<file path="config.mk">
export PLATFORM = sky130hd
export DESIGN_NAME = instr_encoder
export DESIGN_NICKNAME = d
export VERILOG_FILES = /design/src/rtl/instr_encoder.sv
export SDC_FILE = /design/constraint.sdc
export NUM_CORES = 1
export LEC_CHECK = 0
export BUFFER_PORTS_ARGS = -buffer_cell sky130_fd_sc_hd__clkbuf_2
export CAP_MARGIN = 20
export CELL_PAD_IN_SITES_DETAIL_PLACEMENT = 1
export CELL_PAD_IN_SITES_GLOBAL_PLACEMENT = 1
export CORE_MARGIN = 3
export CORE_UTILIZATION = 43
export CTS_BUF_LIST = sky130_fd_sc_hd__clkbuf_8
export DETAILED_ROUTE_END_ITERATION = 12
export GPL_TIMING_DRIVEN = 0
export PLACE_DENSITY = 0.86
export SLEW_MARGIN = 20
export SYNTH_ARGS = -nofsm -noshare
export SYNTH_HDL_FRONTEND = slang
export SYNTH_SLANG_ARGS = --single-unit
export TNS_END_PERCENT = 5
</file>
<file path="constraint.sdc">
create_clock -name clk -period 3.05 [get_ports clk]
set_clock_uncertainty 0.2 [all_clocks]
set_input_delay 0.4575 -clock clk [delete_from_list [all_inputs] [get_ports clk]]
set_output_delay 0.4575 -clock clk [all_outputs]
set_load 0.02 [all_outputs]
</file>
<file path="src/rtl/instr_encoder.sv">
// instr_encoder: packs decoded RV32I field bundles (OP-IMM, OP, BRANCH) back
// into 32-bit instruction words. Each word is tagged with a word-aligned
// program-memory byte address and buffered in a 2-entry output FIFO.
//
// Optional feature: define INSTR_ENC_RANGE_CHECK_EN to drop bundles whose
// immediate does not fit the encoded field. Without it, immediates are
// truncated to the encoded bits.
//
// Ports:
//   clk, rst                  clock (rising edge), async active-high reset
//   in_valid/in_ready         field bundle handshake (in_ready from occupancy)
//   in_class                  00 OP-IMM, 01 OP, 10 BRANCH, 11 reserved
//   in_rd/in_rs1/in_rs2       register fields
//   in_func3/in_funcqual      func3 and qualifier (instr[30])
//   in_imm                    sign-extended immediate
//   out_valid/out_ready       FIFO head handshake
//   out_instr/out_addr        encoded word and its byte address
//   err/err_clr               sticky drop flag and its synchronous clear
//   level                     FIFO occupancy 0..2
module instr_encoder #(
  parameter int unsigned ADDR_W    = 8,
  parameter int unsigned BASE_ADDR = 0
) (
  input  logic              clk,
  input  logic              rst,
  input  logic              in_valid,
  output logic              in_ready,
  input  logic [1:0]        in_class,
  input  logic [4:0]        in_rd,
  input  logic [4:0]        in_rs1,
  input  logic [4:0]        in_rs2,
  input  logic [2:0]        in_func3,
  input  logic              in_funcqual,
  input  logic [31:0]       in_imm,
  output logic              out_valid,
  input  logic              out_ready,
  output logic [31:0]       out_instr,
  output logic [ADDR_W-1:0] out_addr,
  output logic              err,
  input  logic              err_clr,
  output logic [1:0]        level
);

  localparam logic [6:0] OPC_OPIMM  = 7'b0010011;
  localparam logic [6:0] OPC_OP     = 7'b0110011;
  localparam logic [6:0] OPC_BRANCH = 7'b1100011;

  logic [31:0]       r_mem_instr [0:1];
  logic [ADDR_W-1:0] r_mem_addr  [0:1];
  logic              r_wr_ptr;
  logic              r_rd_ptr;
  logic [1:0]        r_level;
  logic [ADDR_W-1:0] r_wr_addr;
  logic              r_err;

  logic        w_is_shift;
  logic        w_reserved;
  logic        w_range_bad;
  logic [31:0] w_instr;
  logic        w_accept;
  logic        w_drop;
  logic        w_push;
  logic        w_pop;

  assign w_is_shift = (in_func3 == 3'b001) || (in_func3 == 3'b101);
  assign w_reserved = (in_class == 2'b11);

  // Field packing; funcqual only reaches instr[30] for OP and OP-IMM shifts.
  always_comb begin
    w_instr = 32'h0;
    case (in_class)
      2'b00: begin
        if (w_is_shift) begin
          w_instr = {1'b0, in_funcqual, 5'b0, in_imm[4:0], in_rs1, in_func3, in_rd, OPC_OPIMM};
        end else begin
          w_instr = {in_imm[11:0], in_rs1, in_func3, in_rd, OPC_OPIMM};
        end
      end
      2'b01: w_instr = {1'b0, in_funcqual, 5'b0, in_rs2, in_rs1, in_func3, in_rd, OPC_OP};
      2'b10: w_instr = {in_imm[12], in_imm[10:5], in_rs2, in_rs1, in_func3,
                        in_imm[4:1], in_imm[11], OPC_BRANCH};
      default: w_instr = 32'h0;
    endcase
  end

`ifdef INSTR_ENC_RANGE_CHECK_EN
  // Immediate must be representable in the field it is packed into.
  always_comb begin
    w_range_bad = 1'b0;
    case (in_class)
      2'b00: begin
        if (w_is_shift) begin
          w_range_bad = |in_imm[31:5];
        end else begin
          w_range_bad = !((&in_imm[31:11]) || !(|in_imm[31:11]));
        end
      end
      2'b10: w_range_bad = !((&in_imm[31:12]) || !(|in_imm[31:12])) || in_imm[0];
      default: w_range_bad = 1'b0;
    endcase
  end
`else
  // Upper immediate bits are simply truncated in this build.
  logic w_unused_imm;
  assign w_unused_imm = ^in_imm[31:13];
  assign w_range_bad  = 1'b0;
`endif

  assign in_ready = (r_level < 2'd2);
  assign w_accept = in_valid && in_ready;
  assign w_drop   = w_accept && (w_reserved || w_range_bad);
  assign w_push   = w_accept && !w_drop;
  assign w_pop    = out_valid && out_ready;

  // FIFO storage, pointers, occupancy, address counter and sticky error.
  always_ff @(posedge clk or posedge rst) begin
    if (rst) begin
      for (int i = 0; i < 2; i++) begin
        r_mem_instr[i] <= 32'h0;
        r_mem_addr[i]  <= ADDR_W'(BASE_ADDR);
      end
      r_wr_ptr  <= 1'b0;
      r_rd_ptr  <= 1'b0;
      r_level   <= 2'd0;
      r_wr_addr <= ADDR_W'(BASE_ADDR);
      r_err     <= 1'b0;
    end else begin
      if (w_push) begin
        r_mem_instr[r_wr_ptr] <= w_instr;
        r_mem_addr[r_wr_ptr]  <= r_wr_addr;
        r_wr_ptr              <= ~r_wr_ptr;
        r_wr_addr             <= r_wr_addr + ADDR_W'(4);
      end
      if (w_pop) begin
        r_rd_ptr <= ~r_rd_ptr;
      end
      case ({w_push, w_pop})
        2'b10:   r_level <= r_level + 2'd1;
        2'b01:   r_level <= r_level - 2'd1;
        default: r_level <= r_level;
      endcase
      // A drop in the same cycle as a clear keeps the flag set.
      if (w_drop) begin
        r_err <= 1'b1;
      end else if (err_clr) begin
        r_err <= 1'b0;
      end
    end
  end

  assign out_valid = (r_level != 2'd0);
  assign out_instr = r_mem_instr[r_rd_ptr];
  assign out_addr  = r_mem_addr[r_rd_ptr];
  assign err       = r_err;
  assign level     = r_level;

endmodule

</file>
Word-level counts from Yosys, hierarchy flattened
Cells that the tools add are included.
{"block": "classes", "addsub": 3, "mul": 0, "div_mod_pow": 0, "magnitude_cmp": 4, "eq_ne": 7, "shift": 0, "muxes": 17, "n_bitwise": 4, "reduce_logical": 11}
{"cell": "2-to-1 mux 32 bit", "n": 5}
{"cell": "one-hot mux 32 bit (3 select lines)", "n": 1}
{"cell": "bitwise mux 64 bit", "n": 1}
{"cell": "demux 32 bit (select 1 bit)", "n": 1}
{"cell": "2-to-1 mux 8 bit", "n": 4}
{"cell": "bitwise mux 16 bit", "n": 1}
{"cell": "adder 8 x 3 -> 8 bit (second input constant)", "n": 1}
{"cell": "demux 8 bit (select 1 bit)", "n": 1}
{"cell": "== test 2 bit (second input constant)", "n": 3}
{"cell": "nonzero test 2 bit", "n": 3}
{"cell": "logical AND 1 bit", "n": 5}
{"cell": "== test 2 x 1 -> 1 bit (second input constant)", "n": 2}
{"cell": ">= comparator 2 bit (second input constant)", "n": 2}
{"cell": "inverter 1 -> 2 bit", "n": 2}
{"cell": "one-hot mux 2 bit (2 select lines)", "n": 1}
{"cell": "== test 3 x 1 -> 1 bit (second input constant)", "n": 1}
{"cell": "== test 3 bit (second input constant)", "n": 1}
{"cell": "adder 2 x 1 -> 2 bit (second input constant)", "n": 1}
{"cell": "zero test 2 bit", "n": 1}
{"cell": "< comparator 2 x 1 -> 1 bit (second input constant)", "n": 1}
{"cell": "< comparator 2 bit (second input constant)", "n": 1}
{"cell": "2-to-1 mux 1 bit", "n": 2}
{"cell": "inverter 1 bit", "n": 2}
{"cell": "subtractor 2 x 1 -> 2 bit (second input constant)", "n": 1}
{"cell": "2 further kinds", "n": 2}
{"block": "totals", "register_bits": 93, "latchBits": 0, "ramBits": 0, "romBits": 0, "elab_cells": 55, "n_memories": 0}

Depth between registers and ports, before layout
Gate-level depths: netlist of run 1.
{"block": "logic_depth", "word_depth": 7, "mapped_depth": 7, "depth_no_buf": 7}

Worst setup path after synthesis of run 1
Ideal clock, no wire load.
{"block": "synth_path", "path_kind": "input to register", "start": "input port in_class[0]", "end": "register r_mem_addr[10] (netlist name)", "t_arrival_ns": 1.709, "t_required_ns": 2.725, "slack_ns": 1.016, "stages": 6, "path_buffers": 2, "cell_sequence": "ha_1 -> nor3b_4 -> nand2b_1 -> buf_4 -> buf_6 -> mux2_4"}
{"block": "synth_between", "elab_chain_cells": 4}
{"item": "start: declaration", "line_no": "28", "source": "input logic [1:0] in_class,"}
{"item": "== test 2 bit", "line_no": "66", "source": "assign w_reserved = (in_class == 2'b11);"}
{"item": "logical AND 1 bit", "line_no": "111", "source": "assign w_drop = w_accept && (w_reserved || w_range_bad);"}
{"item": "zero test 1 bit", "line_no": "112", "source": "assign w_push = w_accept && !w_drop;"}
{"item": "logical AND 1 bit", "line_no": "112"}
{"item": "end signal: indexed assignment", "line_no": "120", "source": "r_mem_addr[i] <= ADDR_W'(BASE_ADDR);"}
{"item": "end signal: indexed assignment", "line_no": "130", "source": "r_mem_addr[r_wr_ptr] <= r_wr_addr;"}
{"item": "end: declaration", "line_no": "49", "source": "logic [ADDR_W-1:0] r_mem_addr [0:1];"}
Every way passes these cells.
A chain may end at the register's enable or synchronous reset.

Worst setup path after layout of run 1
{"block": "layout_path", "start": "register r_rd_ptr", "end": "output port out_instr[24]"}
{"block": "layout_between", "elab_chain_cells": 4}
{"item": "start: declaration", "line_no": "51", "source": "logic r_rd_ptr;"}
{"item": "start signal: assignment", "line_no": "135", "source": "r_rd_ptr <= ~r_rd_ptr;"}
{"item": "inverter 1 -> 2 bit (implied by the code)", "line_no": "152", "source": "assign out_instr = r_mem_instr[r_rd_ptr];"}
{"item": "2-to-1 mux 32 bit (implied by the code) (3 in a row)", "line_no": "152"}
{"item": "end: declaration", "line_no": "37", "source": "output logic [31:0] out_instr,"}
Every way passes these cells. The select of a mux whose other input is x is not followed.

==> results of run 1 <==
==> timing repair <==
| item | 4_1_cts | 5_1_grt |
|---|---|---|
| setup endpoints to repair | 0 | 10 |
| gates resized for setup | 0 | 1 |
| hold endpoints to repair | 25 | 0 |
| hold buffers | 1 | 0 |
==> synth_stat cells (all sizes together) <==
library cell,n,area (sq um)
ha,8,100
o21ai,33,165
buf,14,96.3
a22oi,10,75.1
xor2,4,35.0
conb,1,3.75
xnor2,6,52.6
or2,3,18.8
o22ai,1,6.26
mux2,72,871
nor3b,1,18.8
nand2,52,198
clkbuf,10,37.5
a32o,1,10.0
nand4,2,12.5
o31ai,2,15.0
dfrtp,81,2030
nand2b,4,25.0
a21oi,2,10.0
nor2b,1,6.26
inv,7,26.3
and2,1,6.26
a2bb2oi,1,8.76
nor2,13,48.8
==> cell type report <==
| type | instances | area (sq um) | area share, % |
|---|---|---|---|
| sequential | 81 | 2030 | 43.2 |
| multi-input combinational | 221 | 1700 | 36.2 |
| timing repair buffer | 81 | 433 | 9.22 |
| buffer | 24 | 135 | 2.88 |
| tap | 105 | 131 | 2.80 |
| clock buffer | 9 | 124 | 2.64 |
| clock inverter | 7 | 118 | 2.51 |
| inverter | 7 | 28.8 | 0.613 |
==> worst max-delay path, stage by stage (launching register included) <==
cell	delay [ns]
dfrtp_1	0.33
clkbuf_1	0.41
clkbuf_2	0.42
mux2_2	0.40
clkbuf_2	0.17
==> cell families (layout without fill, tap and decap cells) <==
kind of cell / Yosys count / after routing / synth area share, %
flip-flops: 81 / 81 / 52.3
AND/OR/NAND/NOR: 77 / 77 / 8.62
multiplexers: 72 / 72 / 22.5
AO/OA/AOI/OAI: 50 / 50 / 7.49
buffers and inverters: 31 / 128 / 4.13
XOR/XNOR: 10 / 10 / 2.26
adder cells (fa/ha/maj): 8 / 8 / 2.58
other: 1 / 4 / 0.0968
==> routing by layer <==
metal / wire length [microns] / vias to the layer above
met1: 4170 / 1433
met4: 178 / 0
met3: 454 / 15
met2: 5140 / 84
met5: 0 / -
li1: - / 1307
==> power by group through the flow <==
stage               clock (mW)  combinational [mW]  sequential [mW]
floorplan                    0                1.59             1.79
global placement             0                2.12             1.81
detailed placement           0                2.21             1.87
CTS                      0.975                2.23             1.86
global route              1.02                2.37             1.91
finish                   0.966                2.19             1.86
==> path summary, 6_finish.rpt <==
| check | slack [ns] | depth (start not counted) | startpoint | endpoint |
|---|---|---|---|---|
| setup / recovery | 0.31 | 4 | r_rd_ptr | out_instr[24] |
| hold / removal | 0.13 | 3 | in_func3[2] | r_mem_instr[46] |
| setup reg to reg | 1.00 | 6 | level[1] | r_mem_instr[62] |
| hold reg to reg | 0.29 | 2 | r_mem_instr[31] | r_mem_instr[31] |
| max in group asynchronous | 1.64 | 4 | rst | r_mem_instr[8] |
| min in group asynchronous | 0.40 | 3 | rst | r_mem_instr[29] |
==> state kept, by name (all words and copies together), names as in the netlist <==
register,flops
r_mem_addr,12
level,2
r_rd_ptr,1
r_wr_ptr,1
r_mem_instr,58
r_wr_addr,6
err,1
==> metrics by stage <==
stage	setup TNS, ns	std cells	area (sq um)	hold WS, ns
floorplan	0	333	3880	0.243
CTS	0	535	4690	0.133
finish	0	535	4690	0.135
global placement	-45.06	517	4410	0.255
detailed placement	0	518	4440	0.258
global route	0	535	4690	0.138
==> results.cfg, run 1 <==
[timing]
setup_viol = 0
finalHoldViolations = 0
max_freq_mhz = 366
tightest_slew_ns = 0.726
finalMaxSlewViolations = 0
slew-limit-headroom_pct = 51.6
period_share_pct = 89.7
grt_setup_unrepaired = false
finalCriticalPeriod_ns = 2.74
worst_slack_ns = 0.314

[drt]
ant_nets = 0
num_vias = 2839
drc = 0
totalWireLength_mm = 9.95
wl_per_cell_microns = 18.6
drt_pass1_iterations = 4
drt-initial-drc-count = 82
via_per_inst = 5.31

[final_layout]
fill_cells = 947
area.growth.synth_to_final_pct = 21.2
insertedDiodeCount = 0
drive_gt1_share_pct = 43.7
final_cell_mix = dfrtp_1, clkbuf_2, mux2_2
layout.nets = 491
fin_util_pct = 55.5
layout_commonest_cell = dfrtp_1

[global_routing]
grt_max_degree = 57
grt-busiest-layer = met2
grtUsageMet2_pct = 35.9
grtUsageMet3_pct = 4.43
grt_overflow = 0
grt_pass1_vias = 3226
antenna_found_initial = 0
met1_usage_pct = 24.3
grt_pass1_wl_mm = 15.9
grt_use_total_pct = 20.4

[worst_setup_path]
arrival_ns = 2.08
worstSetupStartpointType = flop
required_ns = 2.39
crit_path_end_kind = output pin
crit_type = flop to output pin
path_max_fanout = 10

[floorplanning]
dieWidth_microns = 101
die_h_microns = 101
io_pins = 103
fp.dieArea_sq_mm = 0.0102
start_util_pct = 45.8
core-area_sq_mm = 0.00846
num_rows = 33

[cts]
cts_setup_buffers = 0
root_buffer = clkbuf_8
htreeDepth = 3
tritoncts = yes
numClockSinks = 81
cts_buffer_depth = 2
cts_buffers = 9
clock_latency_ns = 0.35
cts.clk_slew.worst_paths_ns = 0.09

[logic_synthesis]
postSynthAreaPerCell_sq_um = 11.7
synth_cell_types = 29
yosys_register_bits = 81
synthesis.area_sq_mm = 0.00387
syn_inst = 330
yosysSeqAreaShare_pct = 52.3
yosys_warnings = 0

[pwr]
power.total_mw = 5.01
vdd_ir_drop_max_mv = 0.434
leakage_nw = 2.40
p_clk_share_pct = 19.3
p_sw_share_pct = 38.2
intPower_mw = 3.09
powerDensity_mw_per_mm2 = 1070
power_frac_seq_pct = 37.1
combPwrFrac_pct = 43.7
switchingPower_mw = 1.91

[status]
status = completed

[run]
max-cap-violations = 0

[placement]
gp_congestion = 0.749
dp_hpwl_mm = 7.03
post-place-ws_ns = 0.378
port_buffers = 79

[min_path]
min_path_type = primary input to flop
No activity file was read; power rests on OpenSTA's default activity.
==> run 2: changes to the inputs <==
Settings changed: PLACE_DENSITY 0.86 to 0.91.
==> run 2 against run 1 <==
  * Non-clock buffer count did not move
  * Critical path type unchanged
  * First-iteration DRC count rose by 3.7%
  * Clock-buffer cell count rose by 1
  * Setup slack got worse by 0.031 ns
==> results.cfg, run 2 (synthesized netlist as in run 1, its figures left out) <==
[worst_setup_path]
crit_family = buffers and inverters
worstSetupStartpointType = flop
required_ns = 2.39
cp_slowest_cell = clkbuf_1
crit_buf_inv = 3
path_max_fanout = 10
r2r-start = level[1]
cpPeakStageDelay_ns = 0.43
rr_worst_depth = 6
crit_cells = 4
reg2reg_setup_slack_ns = 0.94
worstPathCellList = clkbuf_1 > buf_2 > mux2_2 > clkbuf_2
crit_type = flop to output pin
crit_path_end_kind = output pin
timing.rr.end = r_mem_instr[62]
arrival_ns = 2.11

[global_routing]
grt_overflow = 0
grt_pass1_wl_mm = 15.5
grt_use_total_pct = 19.9
grt_max_degree = 48
grt_pass1_vias = 3069
antenna_found_initial = 0

[placement]
dp_hpwl_mm = 7.04
gp_congestion = 0.781
port_buffers = 79
dp_cells = 518

[timing]
finalCriticalPeriod_ns = 2.77
period_share_pct = 90.7
finalMaxSlewViolations = 0
setup_viol = 0
max_freq_mhz = 361
tns_ns = 0
tightest_slew_ns = 0.791
finalHoldViolations = 0
grt_setup_unrepaired = false
hold_ws_ns = 0.145
slew-limit-headroom_pct = 47.3

[min_path]
hp-start = in_rs1[1]
min_path_type = primary input to flop
hold_end = r_mem_instr[48]
hold_depth = 3

[cts]
cts_setup_buffers = 0
root_buffer = clkbuf_8
cts_buffers = 9
cts.clk_slew.worst_paths_ns = 0.09
clock_latency_ns = 0.35
tritoncts = yes
numClockSinks = 81
cts_buffer_depth = 2
htreeDepth = 3

[floorplanning]
die_h_microns = 101
fp.dieArea_sq_mm = 0.0102
io_pins = 103
start_util_pct = 45.8
core-area_sq_mm = 0.00846
num_rows = 33
dieWidth_microns = 101

[drt]
drt-initial-drc-count = 85
num_vias = 2795
drc = 0
via_per_inst = 5.22
wl_per_cell_microns = 18.0
ant_nets = 0
drt_pass1_iterations = 4
totalWireLength_mm = 9.63

[final_layout]
reg_top3 = r_mem_instr (58), r_mem_addr (12), r_wr_addr (6)
drive_gt1_share_pct = 43.7
layout_commonest_cell = dfrtp_1
layout.nets = 491
largest_reg_flops = 58
area.growth.synth_to_final_pct = 20.9
fin_util_pct = 55.3
fill_cells = 910
top_register = r_mem_instr
instances_no_fill = 535
insertedDiodeCount = 0
final_cell_mix = dfrtp_1, clkbuf_2, mux2_2

[pwr]
vdd_ir_drop_max_mv = 0.579
leakage_nw = 2.39
power.total_mw = 4.93
powerDensity_mw_per_mm2 = 1050

[run]
max-cap-violations = 0

[status]
status = completed
-- run 2: cell types whose count changed in the layout (fill, tap and decap cells not counted) --
cell / delta
clkinv_2: -1
clkbuf_8: +1
clkinv_4: +2
bufinv_16: -1
clkbuf_2: -1
buf_2: +1
inv_6: -1
-- run 2: worst max-delay path by stage --
| stage | start | to | slack [ns] |
|---|---|---|---|
| final | r_rd_ptr | out_instr[23] | 0.28 |
| after CTS | r_rd_ptr | out_instr[23] | 0.25 |
| after floorplan | rst | err | 0.31 |
| after global routing | r_rd_ptr | out_instr[23] | 0.14 |
| after global placement | rst | r_mem_instr[8] | -0.53 |
| after detailed placement | in_class[0] | r_mem_instr[17] | 0.40 |
-- run 2: worst min-delay path: stages --
cell,delay [ns]
clkbuf_2,0.08
nand2_1,0.06
o21ai_0,0.07
-- run 2: stage by stage --
stage          setup WS (ns)  area, sq um
2_1_floorplan          0.312         3880
3_3_place_gp          -0.534         4410
3_5_place_dp           0.404         4440
4_1_cts                0.250         4680
5_1_grt                0.137         4680
6_report               0.283         4680
-- run 2: power by group --
part | total (mW) | switching [mW] | internal [mW]
combinational | 2.18 | 1.19 | 0.994
sequential | 1.85 | 0.294 | 1.55
clock | 0.897 | 0.411 | 0.486
total | 4.93 | 1.89 | 3.03
-- run 2: metal layers --
| metal | track usage [%] | part of all wire (%) |
|---|---|---|
| met2 | 33.6 | 50 |
| met1 | 25.4 | 44 |
| met5 | 0 | 0 |
| met4 | 6.75 | 1.4 |
| met3 | 4.29 | 4.8 |
-- run 2: what timing repair did --
item                       4_1_cts  5_1_grt
hold endpoints to repair        34        0
hold buffers                     1        0
gates resized for setup          1        0
setup endpoints to repair        1        0
-- run 2: final cells by class --
class | instances | area [sq um] | area share, %
buffer | 24 | 135 | 2.89
clock buffer | 10 | 138 | 2.94
clock inverter | 6 | 91.3 | 1.95
inverter | 7 | 28.8 | 0.615
multi-input combinational | 221 | 1700 | 36.3
sequential | 81 | 2030 | 43.3
tap | 105 | 131 | 2.81
timing repair buffer | 81 | 433 | 9.25
==> run 3: changes to the inputs <==
Settings changed: RECOVER_POWER set to 50.
==> run 3 against run 2 <==
  * The flow now finishes with violations (capacitance limit, slew limit)
  * Via count is 0.11% lower
  * Design area is 0.88% lower
  * Sequential share of layout area is 0.39 points higher
  * Core utilization is 0.49 points lower
  * Sequential power hardly changed
  * Critical path depth is 2 higher
  * Non-clock buffer count stayed put
  * Largest cell class unchanged
==> results.cfg, run 3 (synthesized netlist as in run 1, its figures left out) <==
[timing]
finalCriticalPeriod_ns = 2.80
finalMaxSlewViolations = 36
finalHoldViolations = 0
grt_setup_unrepaired = false
slew-limit-headroom_pct = -2.23
setup_viol = 0
max_freq_mhz = 357
tightest_slew_ns = 1.53
period_share_pct = 91.9
tns_ns = 0
hold_ws_ns = 0.146

[worst_setup_path]
reg2reg_setup_slack_ns = 0.26
r2r-start = level[1]
arrival_ns = 2.84
startpoint = in_class[1]
timing.rr.end = r_mem_addr[5]
required_ns = 3.09
crit_path_end_kind = flop
crit_end = r_mem_addr[5]
rr_worst_depth = 4
path_max_fanout = 10
crit_type = primary input to flop
worstSetupStartpointType = primary input

[final_layout]
reg_top3 = r_mem_instr (58), r_mem_addr (12), r_wr_addr (6)
layout_commonest_cell = dfrtp_1
instances_no_fill = 535
drive_gt1_share_pct = 42.1
fin_util_pct = 54.8
insertedDiodeCount = 0
final_cell_mix = dfrtp_1, clkbuf_2, mux2_2
top_register = r_mem_instr
area.growth.synth_to_final_pct = 19.8
largest_reg_flops = 58
layout.nets = 491

[placement]
port_buffers = 79
dp_cells = 518
dp_hpwl_mm = 7.04
gp_congestion = 0.781

[floorplanning]
fp.dieArea_sq_mm = 0.0102
dieWidth_microns = 101
core-area_sq_mm = 0.00846
num_rows = 33
start_util_pct = 45.8
die_h_microns = 101
io_pins = 103

[global_routing]
grt-busiest-layer = met2
grtUsageMet3_pct = 4.29
grt_overflow = 0
grtUsageMet2_pct = 33.6
grt_max_degree = 48
met1_usage_pct = 25.4
antenna_found_initial = 0
grt_use_total_pct = 19.9
grt_pass1_wl_mm = 15.5
grt_pass1_vias = 3069

[cts]
numClockSinks = 81
cts_setup_buffers = 0
cts_buffers = 9
clock_latency_ns = 0.36
cts.clk_slew.worst_paths_ns = 0.09
cts_buffer_depth = 2
tritoncts = yes
htreeDepth = 3
root_buffer = clkbuf_8

[pwr]
powerDensity_mw_per_mm2 = 1060
p_clk_share_pct = 18.2
intPower_mw = 3.02
leakage_nw = 2.36
vdd_ir_drop_max_mv = 0.549
power.total_mw = 4.90
combPwrFrac_pct = 44.2
p_sw_share_pct = 38.4
switchingPower_mw = 1.88
power_frac_seq_pct = 37.6

[drt]
totalWireLength_mm = 9.62
wl_per_cell_microns = 18.0
ant_nets = 0
drt_pass1_iterations = 4
drt-initial-drc-count = 77
num_vias = 2792
drc = 0
via_per_inst = 5.22

[status]
status = finished with violations
failed_checks = capacitance limit, slew limit

[run]
max-cap-violations = 1

[min_path]
min_path_type = primary input to flop
hp-start = in_rs1[1]
[run 3: worst min-delay path by stage]
stage	slack, ns	to	cells past startpoint
floorplan	0.24	r_mem_instr[4]	2
global placement	0.26	r_mem_instr[12]	2
detailed placement	0.26	r_mem_instr[18]	2
CTS	0.14	r_mem_instr[48]	3
global route	0.15	r_mem_instr[14]	3
finish	0.15	r_mem_instr[48]	3
[run 3: per-layer routing]
layer,up-vias,part of all wire [%]
li1,1308,-
met1,1407,44
met2,68,50
met3,9,4.7
met4,0,1.4
met5,-,0
[run 3: timing repair]
item,4_1_cts,5_1_grt
endpoints found under the setup margin,1,0
endpoints found under the hold margin,34,0
resized for setup,1,0
hold buffers,1,0
[run 3: worst max-delay path, stage by stage]
cell and delay [ns]:
clkbuf_2 0.13, ha_1 0.21, nor3b_1 0.97, nand2_1 0.42, clkbuf_2 0.34, mux2_2 0.32
[run 3: stage by stage]
step / worst slack (ns) / area [sq um]
after detailed placement: 0.404 / 4440
final: 0.248 / 4640
after global placement: -0.534 / 4410
after global routing: 0.110 / 4640
after CTS: 0.250 / 4680
after floorplan: 0.312 / 3880
[run 3: power groups by stage]
stage | Combinational, mW | Sequential [mW] | Clock, mW
global route | 2.36 | 1.91 | 0.962
global placement | 2.13 | 1.81 | 0
finish | 2.17 | 1.84 | 0.894
detailed placement | 2.21 | 1.86 | 0
CTS | 2.23 | 1.85 | 0.912
floorplan | 1.59 | 1.79 | 0
[run 3: cell type report]
| type | count | area [sq um] |
|---|---|---|
| Timing Repair Buffer | 81 | 407 |
| Inverter | 7 | 27.5 |
| Tap cell | 105 | 131 |
| Fill cell | 916 | 3820 |
| Clock buffer | 10 | 138 |
| Sequential cell | 81 | 2030 |
| Clock inverter | 6 | 91.3 |
| Multi-Input combinational cell | 221 | 1680 |
| Buffer | 24 | 135 |
